### src/rtl/line_buffer_sequencer.sv
// Line-buffer sequencer: tracks the raster position of incoming pixels, rotates the SRAM write row
// and emits window-valid strobes 2 pipeline cycles after the accept. Optional stats: LINE_BUF_SEQ_STATS_EN.
module line_buffer_sequencer #(
  parameter int KER_SIZE_X   = 3,
  parameter int KER_SIZE_Y   = 3,
  parameter int STRIDE_X     = 1,
  parameter int STRIDE_Y     = 1,
  parameter int IMAGE_SIZE_X = 32,
  parameter int IMAGE_SIZE_Y = 32,
  parameter int ADDR_WIDTH   = $clog2(IMAGE_SIZE_X),
  parameter int ROW_WIDTH    = $clog2(IMAGE_SIZE_Y)
) (
  input  logic                  clk,
  input  logic                  rstn,
  input  logic                  valid,
  input  logic                  stall,
  input  logic                  flush,
  output logic [ADDR_WIDTH-1:0] addr,
  output logic [KER_SIZE_Y:0]   write_en,
  output logic [KER_SIZE_Y:0]   read_en,
  output logic [2:0]            col_ptr,
  output logic [2:0]            init_col_ptr,
  output logic                  row_is_complete,
  output logic                  frame_done,
  output logic                  ready,
  output logic [ADDR_WIDTH-1:0] win_col,
  output logic [ROW_WIDTH-1:0]  win_row
`ifdef LINE_BUF_SEQ_STATS_EN
  ,output logic [15:0]          win_count
`endif
);

  localparam int NROWS = KER_SIZE_Y + 1;
  localparam int WR_W  = $clog2(NROWS);

  localparam logic [ADDR_WIDTH-1:0] COL_LAST     = ADDR_WIDTH'(IMAGE_SIZE_X - 1);
  localparam logic [ADDR_WIDTH-1:0] COL_KX1      = ADDR_WIDTH'(KER_SIZE_X - 1);
  localparam logic [ROW_WIDTH-1:0]  ROW_LAST     = ROW_WIDTH'(IMAGE_SIZE_Y - 1);
  localparam logic [ROW_WIDTH-1:0]  ROW_KY1      = ROW_WIDTH'(KER_SIZE_Y - 1);
  localparam logic [ROW_WIDTH-1:0]  ROW_FILL_END = ROW_WIDTH'(KER_SIZE_Y - 2);
  localparam logic [WR_W-1:0]       WR_LAST      = WR_W'(KER_SIZE_Y);
  localparam logic [2:0]            CP_LAST      = 3'(KER_SIZE_X - 1);
  localparam logic [1:0]            SX_LAST      = 2'(STRIDE_X - 1);
  localparam logic [1:0]            SY_LAST      = 2'(STRIDE_Y - 1);

  typedef enum logic [1:0] {IDLE, FILL, STREAM} state_e;

  state_e                state_q, state_d;
  logic [ADDR_WIDTH-1:0] col_q, col_d;
  logic [ROW_WIDTH-1:0]  row_q, row_d;
  logic [WR_W-1:0]       wr_row_q, wr_row_d;
  logic [2:0]            cp_q, cp_d;
  logic [2:0]            icp_q, icp_d;
  logic [1:0]            sx_q, sx_d;
  logic [1:0]            sy_q, sy_d;
  logic                  s1_vld_q, s1_vld_d;
  logic [ADDR_WIDTH-1:0] s1_col_q, s1_col_d;
  logic [ROW_WIDTH-1:0]  s1_row_q, s1_row_d;
  logic                  s2_vld_q, s2_vld_d;
  logic [ADDR_WIDTH-1:0] s2_col_q, s2_col_d;
  logic [ROW_WIDTH-1:0]  s2_row_q, s2_row_d;

  logic             accept, col_last, row_last, win_hit;
  logic [NROWS-1:0] wr_onehot;

  assign accept    = valid & ~stall & ~flush;
  assign col_last  = (col_q == COL_LAST);
  assign row_last  = (row_q == ROW_LAST);
  assign wr_onehot = {{(NROWS-1){1'b0}}, 1'b1} << wr_row_q;
  // Stride phases are tracked by counters so the window test needs no modulo hardware.
  assign win_hit   = accept & (state_q == STREAM) & (col_q >= COL_KX1)
                   & (sx_q == 2'd0) & (sy_q == 2'd0);

  always_comb begin
    // NOTE: every next-state signal gets a default first so no path leaves it unassigned (no latches).
    state_d  = state_q;
    col_d    = col_q;
    row_d    = row_q;
    wr_row_d = wr_row_q;
    cp_d     = cp_q;
    icp_d    = icp_q;
    sx_d     = sx_q;
    sy_d     = sy_q;
    s1_vld_d = s1_vld_q;
    s1_col_d = s1_col_q;
    s1_row_d = s1_row_q;
    s2_vld_d = s2_vld_q;
    s2_col_d = s2_col_q;
    s2_row_d = s2_row_q;

    if (flush) begin
      state_d  = IDLE;
      col_d    = '0;
      row_d    = '0;
      wr_row_d = '0;
      cp_d     = '0;
      icp_d    = '0;
      sx_d     = '0;
      sy_d     = '0;
      s1_vld_d = 1'b0;
      s2_vld_d = 1'b0;
    end else if (!stall) begin
      s2_vld_d = s1_vld_q;
      s2_col_d = s1_col_q;
      s2_row_d = s1_row_q;
      s1_vld_d = win_hit;
      s1_col_d = col_q - COL_KX1;
      s1_row_d = row_q - ROW_KY1;

      if (accept) begin
        unique case (state_q)
          IDLE:    state_d = FILL;
          FILL:    if (col_last && row_q == ROW_FILL_END) state_d = STREAM;
          default: state_d = state_q;
        endcase

        if (col_q >= COL_KX1) sx_d = (sx_q == SX_LAST) ? 2'd0 : sx_q + 2'd1;
        cp_d  = (cp_q == CP_LAST) ? 3'd0 : cp_q + 3'd1;
        icp_d = (icp_q == CP_LAST) ? icp_q : icp_q + 3'd1;
        col_d = col_q + ADDR_WIDTH'(1);

        if (col_last) begin
          col_d    = '0;
          cp_d     = '0;
          icp_d    = '0;
          sx_d     = '0;
          row_d    = row_q + ROW_WIDTH'(1);
          wr_row_d = (wr_row_q == WR_LAST) ? '0 : wr_row_q + WR_W'(1);
          if (row_q >= ROW_KY1) sy_d = (sy_q == SY_LAST) ? 2'd0 : sy_q + 2'd1;
          else                  sy_d = 2'd0;
          if (row_last) begin
            state_d = IDLE;
            row_d   = '0;
            sy_d    = 2'd0;
          end
        end
      end
    end
  end

  always_ff @(posedge clk or negedge rstn) begin
    if (!rstn) begin
      state_q  <= IDLE;
      col_q    <= '0;
      row_q    <= '0;
      wr_row_q <= '0;
      cp_q     <= '0;
      icp_q    <= '0;
      sx_q     <= '0;
      sy_q     <= '0;
      s1_vld_q <= 1'b0;
      s1_col_q <= '0;
      s1_row_q <= '0;
      s2_vld_q <= 1'b0;
      s2_col_q <= '0;
      s2_row_q <= '0;
    end else begin
      // NOTE: non-blocking updates so every register samples pre-edge values of its peers.
      state_q  <= state_d;
      col_q    <= col_d;
      row_q    <= row_d;
      wr_row_q <= wr_row_d;
      cp_q     <= cp_d;
      icp_q    <= icp_d;
      sx_q     <= sx_d;
      sy_q     <= sy_d;
      s1_vld_q <= s1_vld_d;
      s1_col_q <= s1_col_d;
      s1_row_q <= s1_row_d;
      s2_vld_q <= s2_vld_d;
      s2_col_q <= s2_col_d;
      s2_row_q <= s2_row_d;
    end
  end

  // A held window is shown once, in the first cycle the pipeline is free to advance.
  assign ready           = s2_vld_q & ~stall & ~flush;
  assign win_col         = ready ? s2_col_q : '0;
  assign win_row         = ready ? s2_row_q : '0;
  assign addr            = col_q;
  assign write_en        = accept ? wr_onehot : '0;
  assign read_en         = (accept && state_q == STREAM) ? ~wr_onehot : '0;
  assign col_ptr         = cp_q;
  assign init_col_ptr    = icp_q;
  assign row_is_complete = accept & col_last;
  assign frame_done      = accept & col_last & row_last;

`ifdef LINE_BUF_SEQ_STATS_EN
  logic [15:0] cnt_q, cnt_d;

  // Windows are counted when detected so the total is final at frame_done.
  always_comb begin
    cnt_d = cnt_q;
    if (flush)       cnt_d = '0;
    else if (accept) cnt_d = ((state_q == IDLE) ? 16'd0 : cnt_q) + 16'(win_hit);
  end

  always_ff @(posedge clk or negedge rstn) begin
    if (!rstn) cnt_q <= '0;
    else       cnt_q <= cnt_d;
  end

  assign win_count = cnt_q;
`endif

endmodule

### config.mk
export PLATFORM = sky130hd
export DESIGN_NAME = line_buffer_sequencer
export DESIGN_NICKNAME = d
export VERILOG_FILES = /design/src/rtl/line_buffer_sequencer.sv
export SDC_FILE = /design/constraint.sdc
export NUM_CORES = 1
export LEC_CHECK = 0
export BUFFER_PORTS_ARGS = -buffer_cell sky130_fd_sc_hd__clkbuf_2
export CORE_UTILIZATION = 55
export CTS_BUF_LIST = sky130_fd_sc_hd__clkbuf_4 sky130_fd_sc_hd__clkbuf_8
export DETAILED_ROUTE_END_ITERATION = 16
export PLACE_DENSITY = 0.87
export SKIP_LAST_GASP = 1
export SYNTH_ARGS = -nofsm -noshare
export SYNTH_HDL_FRONTEND = slang
export SYNTH_SLANG_ARGS = --single-unit
### constraint.sdc
create_clock -name clk -period 2.2 [get_ports clk]
set_input_delay 0.44 -clock clk [delete_from_list [all_inputs] [get_ports clk]]
set_output_delay 0.44 -clock clk [all_outputs]
set_load 0.005 [all_outputs]
* Word level (Yosys, flattened, before mapping)
Cells that the tools add are included.
Operators by class: multiplexer cells 52, shifts and indexed selects 1, reduce and logical (&&, ||, !) cells 13, bitwise operators 13, order comparisons 2, equal/unequal tests 10, add/subtract/negate cells 9
Operator list (count):
- 5-bit two-way mux | 11
- 2-bit two-way mux | 24
- 3-bit two-way mux | 10
- 5-bit by 1-bit adder with 5-bit output (second input constant) | 2
- 1-bit AND | 10
- 5-bit equality test (second input constant) | 2
- 5-bit by 2-bit >= comparator with 1-bit output (second input constant) | 2
- 5-bit by 2-bit subtractor with 5-bit output (second input constant) | 2
- 3-bit AND reduction | 3
- 4-bit two-way mux | 2
- 2-bit by 1-bit adder with 2-bit output (second input constant) | 3
- 3-bit by 1-bit adder with 3-bit output (second input constant) | 2
- 3-bit by 2-bit equality test with 1-bit output (second input constant) | 2
- 2-bit zero test | 3
- 5-bit by 1-bit equality test with 1-bit output (second input constant) | 1
- 2-bit equality test (second input constant) | 2
- 1-bit two-way mux | 4
- 4-bit NOT | 1
- 2-bit one-hot mux with 2 select lines | 1
- 2-bit AND reduction | 2
- 2-bit nonzero test | 2
- 1-bit by 2-bit left shift with 4-bit output (first input constant) | 1
- 3-bit inequality test (second input constant) | 1
- 3-bit nonzero test | 1
- other kinds (4) | 6
Word-level totals: flip-flop bits (word level) 46, output and inout bits 32, logic and storage cells 114, input bits 5

* Logic depth before layout (Yosys ltp)
Gate-level depths: netlist (run 1).
depth in word-level cells 9, depth in mapped cells 8, gate-level depth less buffers 7

* Worst setup path before layout (run 1)
Ideal clock, no wire load.
kind register to register, from register col_q[1], in the netlist addr[1], to register cp_q[1], in the netlist col_ptr[1], arrival 1865 ps, path buffers 0, cell stages (with the launch flop) 8, data required time 2117 ps, setup time 83 ps, period minus slack after synthesis 1948 ps, slack 252 ps, cells stage by stage dfrtp_1 > ha_1 > and3_1 > ha_1 > or4b_4 > nor3b_1 > o21ai_0 > o21ai_0
On the way: longest elaborated chain between the ends 5
RTL lines:
- start, declared | line 49 | logic [ADDR_WIDTH-1:0] col_q, col_d;
- start signal, assigned | line 160 | col_q <= col_d;
- 5-bit equality test | line 67 | assign col_last = (col_q == COL_LAST);
- 3-bit two-way mux | line 122 | if (col_last) begin
- 3-bit two-way mux | line 110 | if (accept) begin
- 3-bit two-way mux | line 102 | end else if (!stall) begin
- 3-bit two-way mux | line 91 | if (flush) begin
- end signal, assigned | line 163 | cp_q <= cp_d;
- end, declared | line 52 | logic [2:0] cp_q, cp_d;
Every way passes these cells. The select of a mux whose other input is x is not followed. A chain may end at the register's enable or synchronous reset.

* Final worst setup path (run 1)
from register row_q[0], to output port frame_done
On the way: longest elaborated chain between the ends 2
RTL lines:
- start, declared | line 50 | logic [ROW_WIDTH-1:0] row_q, row_d;
- start signal, assigned | line 161 | row_q <= row_d;
- 5-bit equality test | line 68 | assign row_last = (row_q == ROW_LAST);
- 1-bit AND | line 186 | assign frame_done = accept & col_last & row_last;
- end, declared | line 24 | output logic frame_done,
Every way passes these cells.

==> key figures, run 1 <==
Setup path
  – Arrival @ worst endpoint: roughly 1.7 ns
  – Worst setup SP type: flop
  – Crit path largest cell delay: roughly 0.46 ns
  – CP Buf/Inv Count: 1
  – Crit-path cells: ha_1, and3_1, ha_2, and3_1, clkbuf_2
  – Kind of critical path: reg -> out
  – Max stage delay cell, worst path: dfrtp_2
  – CP max FO: 9
  – Worst R2R Setup Slack: between 0.2 and 0.25 ns
  – Worst r2r path cells: 7
  – Family with the most delay on the worst path: flip-flops
  – CP Data Required Time: around 1.8 ns
  – Reg-to-Reg Start: addr[0]$_DFFE_PN0P_
  – Critical path endpoint: frame_done
  – CP Capture Type: output pin
  – Worst path depth: 5
  – Cell mode on critical path: and3_1
  – Critical R2R Capture: col_ptr[1]$_DFFE_PN0P_
  – Origin of the worst setup path: row_q[0]$_DFFE_PN0P_

Detailed routing
  – DRT Pass-1 Iters: 4
  – Drt via density: 5.52
  – Metal2 WL: around 2.3 mm
  – Drt drc: 0
  – ANT nets after route: 0
  – Initial DRC Count: between 100 and 150
  – Routed wire length: about 4.8 mm
  – Max Used Layer: met4
  – Vias: 1,999
  – Drt wl/cell: about 13 um
  – Met3 WL post-DR: 189 um
  – Met1 wire length: around 2.2 mm

Yosys
  – Syn nets: just under 300
  – Yosys warns: 0
  – Ys flop type: dfrtp_1
  – Synth area leaders: dfrtp_1, ha_1, nand2_1
  – Mapped Avg Cell Area: slightly above 9 um^2
  – Yosys reg bits: 46
  – Most frequent cells after synthesis: nand2_1, dfrtp_1, o21ai_0
  – Mapped Cells: approximately 270
  – Post-synth EDFFs: 0
  – Most frequent cell after synthesis: nand2_1
  – Top cell type by total area after synthesis: dfrtp_1
  – Seq/Total Area, Yosys: 0.463
  – Synth top area share: 0.463
  – Post-synth ARST share: 1.00
  – Cell Area, Synth: between 0.002 and 0.0025 mm^2
  – Synth unique cells: ~40

Floorplan
  – Boundary Pins: 37
  – Die H: around 70 um
  – Initial core utilization: 0.571
  – CORE AREA: 0.00435 mm^2
  – Num rows: 24
  – Die area: 0.00479 mm^2
  – Die width: between 60 and 70 um

GRT
  – Total GRT Usage: 0.216
  – Vias in the first global route: 1,964
  – Antenna violations before repair: 0
  – Largest net degree at the start of global routing: 47
  – First-pass GRT wire length: about 8.5 mm
  – Gr ovfl total: 0

Timing
  – Period Utilization, post-route: 0.969
  – Fmax: approximately 470 MHz
  – Unrepaired setup endpoints after global routing: false
  – Relative slew margins: 0.620
  – Clock Skew: between 0.004 and 0.005 ns
  – Total negative slack: 0 ns
  – Worst-margin pin slew: 0.569 ns
  – Final setup fails: 0
  – Hold Slack: about 0.23 ns
  – Slew Viols, Final: 0
  – Post-layout minimum cycle time: 2.13 ns
  – Final WS setup: approximately 0.069 ns
  – Final Hold Viols: 0

Clock network
  – Skew-Pair Late Insertion Delay: ~0.30 ns
  – Hold_buf cts: 0
  – Worst-path clk slew: 0.08 ns
  – Root buffer cell: clkbuf_8
  – Clk sinks: 46
  – TritonCTS clock tree: built
  – TritonCTS Buffers: 5
  – H-tree depth: 2
  – Clock buffer depth: 2

Cells and area
  – Final Util: 0.655
  – Antenna Cells: 0
  – Nets: 335
  – Fraction of layout cells with a size suffix above 1: 0.213
  – Syn-to-layout area delta: 14.8%

Power
  – PwrDens: approximately 600 mW/mm^2
  – Power Total: about 1700 uW
  – Peak supply drop: between 0.0003 and 0.0004 V
  – Lkg Pwr: approximately 0.0014 uW

Placement
  – Place WS: 0.242 ns
  – IO buf count: 36
  – GPL Wtd Cong: a little under 0.9
  – Final HPWL DP: around 3.3 mm

Job
  – Max Cap Viol: 0

Status
  – Outcome: finished clean

Min path
  – Hold crit path type: in -> async
==> report_power, final <==
group / internal (uW) / switching [uW]
clock: 266 / 269
combinational: 83.0 / 126
sequential: 921 / 48.9
total: 1270 / 443
==> area by class of cell <==
cell class                 instances  area, um^2
timing repair buffer              45         248
fill                             369        1500
sequential                        46        1150
multi-input combinational        196        1240
tap                               52        65.1
inverter                          15        56.3
clock inverter                     1        5.00
clock buffer                       7        90.1
==> through the flow <==
| stage | cells | cell area [um^2] |
|---|---|---|
| after global placement | 354 | 2740 |
| after floorplan | 269 | 2490 |
| after global routing | 362 | 2850 |
| final | 362 | 2850 |
| after CTS | 362 | 2840 |
| after detailed placement | 354 | 2740 |
==> layer usage <==
layer / vias to the layer above / global-route usage
li1: 988 / -
met1: 955 / 0.292
met2: 50 / 0.351
met3: 6 / 0.0451
met4: 0 / 0.0703
met5: - / 0
==> how the worst min path moves through the flow <==
stage                                        from                       to  cells after the start  slack, ns
after floorplan                              rstn      addr[0]$_DFFE_PN0P_                      0       0.14
after global placement    s1_col_q[3]$_DFFE_PN0P_  s2_col_q[3]$_DFFE_PN0P_                      2       0.45
after detailed placement  s1_col_q[3]$_DFFE_PN0P_  s2_col_q[3]$_DFFE_PN0P_                      2       0.45
after CTS                                    rstn  s2_row_q[0]$_DFFE_PN0P_                      2       0.24
after global routing                         rstn  s2_row_q[0]$_DFFE_PN0P_                      2       0.27
final                                        rstn  s2_row_q[0]$_DFFE_PN0P_                      2       0.23
==> cells by family (layout without fill, tap and decap cells) <==
family / Yosys count / in the layout / synth area share
flip-flops: 46 / 46 / 0.463
XOR/XNOR: 5 / 5 / 0.0176
buffers and inverters: 27 / 68 / 0.0458
multiplexers: 1 / 1 / 0.00403
adder cells (fa/ha/maj): 21 / 21 / 0.106
AND/OR/NAND/NOR: 117 / 117 / 0.236
AO/OA/AOI/OAI: 52 / 52 / 0.128
==> state kept, by name (all words and copies together), names as in the netlist, 2 cells and up <==
register and count:
sx_q 2, row_q 5, state_q 2, s2_col_q 5, s2_row_q 5, col_ptr 3
s1_col_q 5, s1_row_q 5, addr 5, init_col_ptr 3, sy_q 2, wr_row_q 2
==> layout by cell type (no fill, tap or decap), types with 2 or more instances in the layout <==
cell,Yosys,final
a21oi_1,9,9
a32o_1,2,2
and2_1,6,6
and3_1,13,13
buf_4,0,9
clkbuf_2,0,36
clkbuf_8,0,6
dfrtp_1,46,44
dfrtp_2,0,2
ha_1,21,19
inv_1,15,15
nand2_1,60,60
nand2b_1,3,3
nand3_1,2,2
nand3b_1,4,4
nor2_1,11,11
nor2_2,2,2
nor3_1,4,4
o21ai_0,28,28
o22ai_1,3,3
or3_1,3,3
xnor2_1,5,5
==> what timing repair did <==
| action | 4_1_cts | 5_1_grt |
|---|---|---|
| endpoints found under the hold margin | 0 | 0 |
| buffers inserted | 0 | 1 |
| gates resized for setup | 2 | 3 |
| setup endpoints to repair | 2 | 2 |
No activity file was read; power rests on OpenSTA's default activity.
==> run 2: changes to the inputs <==
CORE_MARGIN = 2   (was unset)
GPL_TIMING_DRIVEN = 0   (was unset)
SKIP_CTS_REPAIR_TIMING = 1   (was unset)
==> run 2 against run 1 <==
  * Final cell count is 1.4% higher
  * Critical endpoint unchanged
  * Sequential share of layout area is 0.58 points lower
  * Combinational power hardly changed
  * Wire length is 3.1% higher
  * Worst hold slack better by 0.12 ns
  * Largest power group unchanged
  * Power is 3.3% higher
  * Clock-buffer cell count is 1 higher
  * Highest routed layer unchanged
  * Fmax is 0.76% lower
  * Die area is 5.9% higher
  * First-iteration DRC count is 45% lower
  * Critical path type unchanged
==> key figures, run 2 (synthesis results as in run 1) <==
Detailed routing
  – Metal2 WL: 2.43 mm
  – Routed wire length: just under 5 mm
  – Max Used Layer: met4
  – Drt wl/cell: roughly 13 um
  – Drt via density: roughly 5.4
  – Vias: about 2,000
  – ANT nets after route: 0
  – Met1 wire length: approximately 2.2 mm
  – Drt drc: 0
  – Initial DRC Count: just over 80
  – DRT Pass-1 Iters: 4
  – Met3 WL post-DR: 210 um

Placement
  – IO buf count: 36
  – Place WS: around 0.054 ns
  – Dpl cells: ~360
  – GPL Wtd Cong: approximately 0.84
  – Final HPWL DP: between 3 and 4 mm

Power
  – Lkg Pwr: approximately 0.0014 uW
  – Peak supply drop: slightly above 0.0004 V
  – PwrDens: between 600 and 700 mW/mm^2
  – Power Total: about 1800 uW

Cells and area
  – Commonest non-fill, non-tap cell in the layout: nand2_1
  – Syn-to-layout area delta: 16.7%
  – Antenna Cells: 0
  – Final Util: 0.666
  – Nets: 340
  – Fin cells: roughly 370
  – Fraction of layout cells with a size suffix above 1: 0.216
  – Commonest cells after routing, fill and taps aside: nand2_1, dfrtp_1, clkbuf_2, o21ai_0, ha_1
  – Fillers: around 360

Timing
  – Total negative slack: 0 ns
  – Final WS setup: roughly 0.053 ns
  – Post-layout minimum cycle time: around 2.1 ns
  – Worst-margin pin slew: about 1.1 ns
  – Fmax: between 400 and 500 MHz
  – Clock Skew: 0.00473 ns
  – Relative slew margins: 0.241
  – Final setup fails: 0
  – Final Hold Viols: 0
  – Period Utilization, post-route: 0.976
  – Slew Viols, Final: 0

Min path
  – Hold crit path type: in -> async

GRT
  – First-pass GRT wire length: slightly above 8 mm
  – Vias in the first global route: ~1,800
  – Largest net degree at the start of global routing: between 40 and 50
  – Gr ovfl total: 0
  – Antenna violations before repair: 0
  – Total GRT Usage: 0.205

Floorplan
  – Die H: roughly 71 um
  – Die width: a little over 70 um
  – CORE AREA: around 0.0044 mm^2
  – Initial core utilization: 0.571
  – Num rows: 24
  – Boundary Pins: 37
  – Die area: about 0.005 mm^2

Setup path
  – Arrival @ worst endpoint: ~1.7 ns
  – CP max FO: 10
  – Kind of critical path: reg -> out
  – Worst setup SP type: flop
  – CP Capture Type: output pin
  – CP Data Required Time: 1.76 ns

Clock network
  – TritonCTS Buffers: 5
  – Clk sinks: 46
  – TritonCTS clock tree: built
  – Worst-path clk slew: around 0.08 ns
  – Root buffer cell: clkbuf_8
  – H-tree depth: 2
  – Clock buffer depth: 2
  – Skew-Pair Late Insertion Delay: about 0.3 ns

Status
  – Outcome: finished clean

Job
  – Max Cap Viol: 0
## run 2: changes by cell type in the layout (fill, tap and decap cells not counted), sizes merged
cell    delta
buf        -1
clkbuf     +7
clkinv     -1
## run 2: path summary, 6_finish.rpt
path	from	endpoint	slack, ns	cells after the start
min in group clk	s2_col_q[2]$_DFFE_PN0P_	s2_col_q[2]$_DFFE_PN0P_	0.47	2
max in group asynchronous	rstn	addr[0]$_DFFE_PN0P_	1.08	1
max reg2reg	addr[1]$_DFFE_PN0P_	col_ptr[1]$_DFFE_PN0P_	0.24	7
min	rstn	s2_row_q[3]$_DFFE_PN0P_	0.35	1
min reg2reg	s2_col_q[2]$_DFFE_PN0P_	s2_col_q[2]$_DFFE_PN0P_	0.47	2
max	addr[1]$_DFFE_PN0P_	frame_done	0.05	6
## run 2: layout make-up
type	instances	area, um^2	area share
Tap cell	52	65.1	0.0224
Inverter	15	56.3	0.0194
Timing Repair Buffer	39	203	0.0699
Buffer	11	60.1	0.0207
Multi-Input combinational cell	196	1250	0.431
Sequential cell	46	1160	0.398
Clock buffer	8	110	0.0379
## run 2: metal layers
| metal | global-route usage | vias up |
|---|---|---|
| met5 | 0 | - |
| met4 | 0.0629 | 0 |
| met3 | 0.0422 | 5 |
| met2 | 0.351 | 42 |
| met1 | 0.263 | 930 |
| li1 | - | 999 |
## run 2: where the power goes
group / switching [uW] / internal, uW / leakage (uW)
combinational: 125 / 80.4 / 0.000785
clock: 275 / 317 / 0.0000575
sequential: 49.5 / 921 / 0.000597
total: 450 / 1320 / 0.00144
## run 2: critical path, stage by stage (launching register included)
cell and delay, ns:
dfrtp_2 0.43, ha_1 0.20, and3_4 0.19, ha_4 0.18
buf_6 0.14, and3_1 0.15, clkbuf_2 0.11
## run 2: through the flow
stage          cell area [um^2]  hold WS, ns
3_3_place_gp               2730        0.450
3_5_place_dp               2730        0.452
2_1_floorplan              2490        0.144
6_report                   2900        0.350
5_1_grt                    2900        0.447
4_1_cts                    2840        0.378
